**src/rtl/dma_cfg_pkg.sv**
```systemverilog
// Shared definitions for the DMA channel configuration sequencer.
//   - state_e      : sequencer FSM states
//   - REG_*        : register-file word addresses
//   - *_BIT        : bit positions inside CTRL and STATUS
package dma_cfg_pkg;

    typedef enum logic [2:0] {
        ST_IDLE_RD   = 3'd0,
        ST_IDLE_CHK  = 3'd1,
        ST_FETCH     = 3'd2,
        ST_ISSUE     = 3'd3,
        ST_WAIT      = 3'd4,
        ST_WR_STATUS = 3'd5,
        ST_WR_CTRL   = 3'd6
    } state_e;

    localparam int unsigned REG_CTRL   = 0;
    localparam int unsigned REG_SRC    = 1;
    localparam int unsigned REG_DST    = 2;
    localparam int unsigned REG_LEN    = 3;
    localparam int unsigned REG_STATUS = 4;

    localparam int unsigned CTRL_START_BIT  = 0;
    localparam int unsigned STATUS_DONE_BIT = 0;
    localparam int unsigned STATUS_ERR_BIT  = 1;

endpackage

```
**src/rtl/dma_cfg_sequencer.sv**
```systemverilog
// DMA channel sequencer between the configuration register file and the
// transfer engine. Polls CTRL.start through read port 2, fetches SRC/DST/LEN,
// hands the descriptor to the engine with valid/ready, waits for done, then
// writes STATUS and clears CTRL through the shared write port, where the AXI
// slave always has priority.
//
// Ports:
//   clk, resetn                        clock, async active-low reset
//   slv_write_enable/_writeAddr/_datain AXI-slave write request
//   rf_write_enable/_writeAddr/_datain  register-file write port (comb mux)
//   rf_read_enable2/rf_readAddr2        read port 2 request (registered)
//   rf_dataout2                         read port 2 data, one cycle after request
//   xfer_valid/_ready, xfer_src/_dst/_len  descriptor handshake
//   xfer_done, xfer_err                 completion pulse and error qualifier
//   busy                                high outside the CTRL polling loop
module dma_cfg_sequencer
    import dma_cfg_pkg::*;
#(
    parameter int DATA_WIDTH = 32,
    parameter int ADDR_WIDTH = 8
) (
    input  logic                  clk,
    input  logic                  resetn,
    input  logic                  slv_write_enable,
    input  logic [ADDR_WIDTH-1:0] slv_writeAddr,
    input  logic [DATA_WIDTH-1:0] slv_datain,
    output logic                  rf_write_enable,
    output logic [ADDR_WIDTH-1:0] rf_writeAddr,
    output logic [DATA_WIDTH-1:0] rf_datain,
    output logic                  rf_read_enable2,
    output logic [ADDR_WIDTH-1:0] rf_readAddr2,
    input  logic [DATA_WIDTH-1:0] rf_dataout2,
    output logic                  xfer_valid,
    input  logic                  xfer_ready,
    output logic [DATA_WIDTH-1:0] xfer_src,
    output logic [DATA_WIDTH-1:0] xfer_dst,
    output logic [DATA_WIDTH-1:0] xfer_len,
    input  logic                  xfer_done,
    input  logic                  xfer_err,
    output logic                  busy
);

    state_e                state_q, state_d;
    logic [1:0]            idx_q, idx_d;
    logic [DATA_WIDTH-1:0] src_q, dst_q, len_q;
    logic [1:0]            status_q;
    logic                  rd_en_q;
    logic [ADDR_WIDTH-1:0] rd_addr_q;
    logic                  poll_vld_q;

    logic                  rd_req_d;
    logic [ADDR_WIDTH-1:0] rd_addr_d;
    logic                  fsm_wr_req;
    logic [ADDR_WIDTH-1:0] fsm_wr_addr;
    logic [DATA_WIDTH-1:0] fsm_wr_data;
    logic                  len_zero;

    // LEN arrives on the read port during the last FETCH cycle, so the
    // zero-length decision looks at the incoming word rather than len_q.
    assign len_zero = (rf_dataout2 == '0);

    // State register
    always_ff @(posedge clk or negedge resetn) begin
        if (!resetn) begin
            state_q <= ST_IDLE_RD;
            idx_q   <= 2'd0;
        end else begin
            state_q <= state_d;
            idx_q   <= idx_d;
        end
    end

    // Next-state logic
    always_comb begin
        state_d = state_q;
        idx_d   = 2'd0;
        case (state_q)
            ST_IDLE_RD:  state_d = ST_IDLE_CHK;
            // poll_vld_q guards the first check after reset, when no CTRL
            // read has been issued yet and rf_dataout2 is stale.
            ST_IDLE_CHK: state_d = (poll_vld_q && rf_dataout2[CTRL_START_BIT])
                                   ? ST_FETCH : ST_IDLE_RD;
            ST_FETCH: begin
                if (idx_q == 2'd3) begin
                    state_d = len_zero ? ST_WR_STATUS : ST_ISSUE;
                end else begin
                    idx_d = idx_q + 2'd1;
                end
            end
            ST_ISSUE:     if (xfer_ready)        state_d = ST_WAIT;
            ST_WAIT:      if (xfer_done)         state_d = ST_WR_STATUS;
            ST_WR_STATUS: if (!slv_write_enable) state_d = ST_WR_CTRL;
            ST_WR_CTRL:   if (!slv_write_enable) state_d = ST_IDLE_RD;
            default:      state_d = ST_IDLE_RD;
        endcase
    end

    // Output logic
    always_comb begin
        xfer_valid  = (state_q == ST_ISSUE);
        busy        = (state_q != ST_IDLE_RD) && (state_q != ST_IDLE_CHK);
        fsm_wr_req  = (state_q == ST_WR_STATUS) || (state_q == ST_WR_CTRL);
        fsm_wr_addr = ADDR_WIDTH'(REG_CTRL);
        fsm_wr_data = '0;
        if (state_q == ST_WR_STATUS) begin
            fsm_wr_addr = ADDR_WIDTH'(REG_STATUS);
            fsm_wr_data = DATA_WIDTH'(status_q);
        end
        // The read request is registered from the next state so that it is
        // on the port during the requesting state itself and the data is
        // back exactly one cycle later (IDLE_CHK, FETCH idx+1).
        rd_req_d  = 1'b0;
        rd_addr_d = ADDR_WIDTH'(REG_CTRL);
        if (state_d == ST_IDLE_RD) begin
            rd_req_d = 1'b1;
        end else if (state_d == ST_FETCH && idx_d != 2'd3) begin
            rd_req_d  = 1'b1;
            rd_addr_d = ADDR_WIDTH'(REG_SRC) + ADDR_WIDTH'(idx_d);
        end
    end

    // Read request register, descriptor capture and status latch
    always_ff @(posedge clk or negedge resetn) begin
        if (!resetn) begin
            rd_en_q    <= 1'b0;
            rd_addr_q  <= '0;
            poll_vld_q <= 1'b0;
            src_q      <= '0;
            dst_q      <= '0;
            len_q      <= '0;
            status_q   <= 2'b00;
        end else begin
            rd_en_q    <= rd_req_d;
            rd_addr_q  <= rd_addr_d;
            poll_vld_q <= rd_en_q;
            if (state_q == ST_FETCH) begin
                case (idx_q)
                    2'd1:    src_q <= rf_dataout2;
                    2'd2:    dst_q <= rf_dataout2;
                    2'd3:    len_q <= rf_dataout2;
                    default: ;
                endcase
                if (idx_q == 2'd3 && len_zero) begin
                    status_q[STATUS_ERR_BIT]  <= 1'b1;
                    status_q[STATUS_DONE_BIT] <= 1'b0;
                end
            end
            if (state_q == ST_WAIT && xfer_done) begin
                status_q[STATUS_ERR_BIT]  <= xfer_err;
                status_q[STATUS_DONE_BIT] <= 1'b1;
            end
        end
    end

    assign rf_read_enable2 = rd_en_q;
    assign rf_readAddr2    = rd_addr_q;
    assign xfer_src        = src_q;
    assign xfer_dst        = dst_q;
    assign xfer_len        = len_q;

    // Write-port arbiter: the slave always wins and the FSM simply holds
    // its state until the port is free.
    assign rf_write_enable = slv_write_enable | fsm_wr_req;
    assign rf_writeAddr    = slv_write_enable ? slv_writeAddr : fsm_wr_addr;
    assign rf_datain       = slv_write_enable ? slv_datain    : fsm_wr_data;

endmodule

```
**config.mk**
```make
export PLATFORM = sky130hd
export DESIGN_NAME = dma_cfg_sequencer
export DESIGN_NICKNAME = d
export VERILOG_FILES = /design/src/rtl/dma_cfg_pkg.sv /design/src/rtl/dma_cfg_sequencer.sv
export SDC_FILE = /design/constraint.sdc
export NUM_CORES = 1
export LEC_CHECK = 0
export ABC_AREA = 1
export ABC_CLOCK_PERIOD_IN_PS = 2000
export CAP_MARGIN = 10
export CELL_PAD_IN_SITES_DETAIL_PLACEMENT = 1
export CELL_PAD_IN_SITES_GLOBAL_PLACEMENT = 1
export CORE_ASPECT_RATIO = 1.75
export CORE_MARGIN = 5
export CORE_UTILIZATION = 29
export CTS_BUF_LIST = sky130_fd_sc_hd__clkbuf_2
export CTS_CLUSTER_SIZE = 10
export DETAILED_ROUTE_END_ITERATION = 8
export GPL_ROUTABILITY_DRIVEN = 1
export PLACE_DENSITY = 0.82
export SKIP_LAST_GASP = 1
export SYNTH_ARGS = -nofsm -noshare
export SYNTH_HDL_FRONTEND = slang
export SYNTH_SLANG_ARGS = --single-unit
```
**constraint.sdc**
```tcl
create_clock -name clk -period 2 [get_ports clk]
set_input_delay 0.3 -clock clk [delete_from_list [all_inputs] [get_ports clk]]
set_output_delay 0.3 -clock clk [all_outputs]
set_load 0.03 [all_outputs]
```
* Word-level counts from Yosys, hierarchy flattened *
Cells that the tools add are included.

cells by class
  add/sub/neg operators = 2
  multipliers = 0
  divide/modulo/power cells = 0
  order comparisons = 0
  equal/unequal tests = 12
  shifts and indexed selects = 0
  multiplexer cells = 21
  bitwise operators = 1
  reductions and logical operators = 16

operators by type and width
  cell                                                                   count
  32-bit logical NOT                                                     1
  32-bit 2-to-1 mux                                                      1
  3-bit 2-to-1 mux                                                       9
  3-bit one-hot mux with 7 select lines                                  1
  2-bit 2-to-1 mux                                                       7
  3-bit by 2-bit equality test with 1-bit output, second input constant  3
  3-bit equality test, second input constant                             3
  8-bit 2-to-1 mux                                                       1
  2-bit AND reduction                                                    4
  3-bit logical NOT                                                      2
  1-bit logical AND                                                      5
  2-bit equality test, second input constant                             2
  2-bit nonzero test                                                     2
  1-bit by 2-bit adder with 3-bit output, first input constant           1
  3-bit by 1-bit equality test with 1-bit output, second input constant  1
  3-bit by 1-bit != test with 1-bit output, second input constant        1
  3-bit nonzero test                                                     1
  2-bit by 1-bit adder with 2-bit output, second input constant          1
  2-bit by 1-bit equality test with 1-bit output, second input constant  1
  1-bit 2-to-1 mux                                                       2
  2-bit != test, second input constant                                   1
  1-bit logical OR                                                       1
  1-bit bitwise OR                                                       1

storage, ports and cells
  register bits after elaboration = 113
  latch bits = 0
  bits in writable memories = 0
  ROM bits = 0
  input bits = 78
  output and inout port bits = 148
  logic and storage cells = 61
  memories kept = 0

* Depth between registers and ports, before layout *
  depth after elaboration = 8
  depth in mapped cells = 8

* Worst setup path before layout *
No wires, ideal clock.

  path type = register to output
  from = reg state_q[1]
  to = out rf_datain[0]
  arrival time = 1.440 ns
  data required time = 1.700 ns
  path slack = 0.260 ns
  cell stages (with the launch flop) = 5
  buffers on the path = 1
  cells stage by stage = dfrtp_1 buf_4 nor2_2 nand3_1 o21ai_0

between the ends
  word-level cells in the longest chain between the ends = 3

RTL lines
  element                 RTL line                  source
  from (decl)             dma_cfg_sequencer.sv:43   state_e state_q, state_d;
  from (signal assigned)  dma_cfg_sequencer.sv:68   state_q <= state_d;
  3-bit equality test     dma_cfg_sequencer.sv:105  if (state_q == ST_WR_STATUS) begin
  2-bit 2-to-1 mux        dma_cfg_sequencer.sv:105
  32-bit 2-to-1 mux       dma_cfg_sequencer.sv:165  assign rf_datain = slv_write_enable ? slv_datain : fsm_wr_data;
  to (decl)               dma_cfg_sequencer.sv:29   output logic [DATA_WIDTH-1:0] rf_datain,

Every way passes these cells.

* Worst setup path in the final report *
  from = reg state_q[2]
  to = out busy

between the ends
  word-level cells in the longest chain between the ends = 2

RTL lines
  element                                                                         RTL line                  source
  3-bit by 1-bit != test with 1-bit output or 3-bit nonzero test (tied branches)  dma_cfg_sequencer.sv:101  busy = (state_q != ST_IDLE_RD) && (state_q != ST_IDLE_CHK);
  1-bit logical AND *                                                             dma_cfg_sequencer.sv:101
  to (decl)                                                                       dma_cfg_sequencer.sv:40   output logic busy

Every way passes the cells marked *; elsewhere a longest branch is shown, timed or not.

==> run summary <==
Clock Pin Slew Worst Setup and Hold Paths = 0.31 ns
critical path launch point type = flip-flop
Avg Cell Area, Syn = 8.63 um2
Seq cells post-synth = 108
Yosys top cell by area = dfrtp_1
worst-case clock buffer depth = 2
number of global-route vias before repair = 4,677
final worst path period need = 2.08 ns
H-tree levels = 3
Final Hold Viols = 0
ys flop type = dfrtp_1
Slew Viols, Final = 0
total congestion overflow = 0
worst rel slew slack = 66.6%
FP Rows = 61
nets = 850
Post-DP Area = 0.00692 mm2
Clock Latency Late Sink = 0.60 ns
clock sink total = 108
Ys Warns = 0
unrepaired setup endpoints after global routing = yes
final instance area = 0.00711 mm2
synth top area cells = dfrtp_1 (59%), nand2_1 (12%), o21ai_1 (8.7%), inv_1 (6.6%), o21ai_0 (2.4%)
core area = 0.0158 mm2
CP required = 1.70 ns
Worst Path Arrival = 1.78 ns
period utilisation layout = 104%
synthesized instance count = 535
full die area = 0.0186 mm2
Power Density = 1560 mW/mm2
Synth cell types = 24
first-pass GRT wire length = 24,700 um
Routed Antenna Nets = 0
CTS Buf Count = 9
Die Y = 177 um
maximum VDD drop = 0.414 mV
FFs w/ async S/R, synth = 100%
Via density = 4.55
Fmax = 0.480 GHz
CTS tree = built
status = finished, violations left
Post-synth EDFFs = 0
Setup crit end kind = primary output
Total GRT Usage = 16.9%
leakage = 3.90 nW
dpl hpwl = 12,400 um
wire per inst = 16.6 um
max-cap violations = 0
via count = 4,386
Cell Area, Synth = 0.00462 mm2
measured slew at the worst slew-check pin = 0.502 ns
pin count of the biggest net entering global routing = 53
clk_skew = 0.0301 ns
failing checks = negative setup slack
RR Startpoint = state_q[1]
Seq/Total Area, Yosys = 58.6%
CP Max Fanout = 4
share of layout cells above drive strength 1 = 14.4%
Die X = 105 um
final setup vio count = 4
area delta synth->final = 54.0%
initial antenna violation count = 1
port buffer count = 220
Initial Util = 29.2%
CTS root buf = clkbuf_2
io pins = 226
setup TNS = -0.221 ns
Yosys top cell area share = 58.6%
DRT Wirelength = 16,000 um
critical path type = reg2out
RD Place Congestion = 0.795
Hold WC Path Type = in2async
Critical Path Source = state_q[2]
DRC = 0
Iter 0 DRT Violations = 93
worst setup margin = -0.0831 ns
drt first pass iters = 4
-- per-layer routing --
metal	track usage (%)	routed length, um
met4	7.99	598
met5	0	0
met2	32.9	8840
met3	4.02	1030
met1	16.5	5520
-- placed cells by master (no fill, tap or decap), drive strengths merged, types with 2 or more instances in the layout --
cell / Yosys / final
a21oi: 2 / 2
nand3: 11 / 11
o21ai: 102 / 102
inv: 85 / 87
ha: 4 / 4
clkdlybuf4s50: 0 / 76
clkbuf: 6 / 9
conb: 1 / 6
dlygate4sd2: 0 / 100
clkinv: 0 / 3
nor3: 4 / 4
nand2: 159 / 159
buf: 24 / 70
nor2: 26 / 26
dfrtp: 108 / 108
-- cells in the mapped netlist (4+ instances only) --
| cell | instances |
|---|---|
| buf_6 | 5 |
| nand2_2 | 5 |
| nand3_1 | 10 |
| o21ai_1 | 80 |
| nor3_1 | 4 |
| buf_4 | 8 |
| clkbuf_1 | 6 |
| nand2_1 | 153 |
| ha_1 | 4 |
| inv_2 | 4 |
| buf_2 | 11 |
| o21ai_0 | 22 |
| inv_1 | 81 |
| nor2_1 | 23 |
| dfrtp_1 | 108 |
-- where the power goes --
group          switching [mW]  internal (mW)  leakage (nW)
clock                   0.755          0.299        0.0718
combinational            4.18           2.05          2.54
sequential              0.561           3.25          1.29
total                    5.50           5.60          3.90
-- sequential cells by signal, indices dropped and copies added, names as in the netlist --
register	count
idx_q	2
poll_vld_q	1
rf_readAddr2	3
rf_read_enable2	1
state_q	3
status_q	2
xfer_dst	32
xfer_len	32
xfer_src	32
-- worst max-delay path: stages (launching register included) --
cell and delay, ns:
dfrtp_2 0.52, buf_6 0.13, nor3_4 0.19, inv_1 0.07, nand2_1 0.08, inv_1 0.06
buf_6 0.13
-- final timing paths --
check	cells past startpoint	slack, ns	endpoint
max	6	-0.08	busy
min	2	0.17	xfer_src[15]
max reg2reg	9	0.17	xfer_dst[0]
min reg2reg	0	0.42	poll_vld_q
max in group asynchronous	3	1.16	xfer_len[29]
min in group clk	3	0.27	xfer_len[14]
-- final cells by class --
| type | instances | area, um2 |
|---|---|---|
| fill | 1915 | 8690 |
| sequential | 108 | 2710 |
| timing repair buffer | 247 | 2230 |
| multi-input combinational | 317 | 1490 |
| inverter | 85 | 319 |
| tap | 189 | 236 |
| clock inverter | 7 | 75.1 |
| clock buffer | 9 | 45.0 |
| antenna | 1 | 2.50 |
-- kinds of logic after synthesis --
group | synth area share (%)
AO/OA/AOI/OAI | 11.4
adder cells (fa/ha/maj) | 1.08
buffers and inverters | 11.1
flip-flops | 58.6
other | 0.0812
AND/OR/NAND/NOR | 17.8
-- repair_timing --
item,4_1_cts,5_1_grt
endpoints found under the setup margin,106,7
hold buffers,1,0
setup buffers,6,5
gates resized for setup,128,12
pin swaps,4,5
hold endpoints to repair,91,0
-- through the flow --
step,power (mW),cells,utilization (%),worst slack (ns),hold slack [ns]
CTS,11.1,957,44.5,-0.143,0.112
floorplan,7.58,540,-,0.260,0.00441
global route,11.8,963,45.0,-0.216,0.138
global placement,10.5,934,43.8,0.0725,0.284
detailed placement,10.7,934,43.8,0.0411,0.290
finish,11.1,963,45.0,-0.0831,0.173
Power figures use the tool's default switching activity.
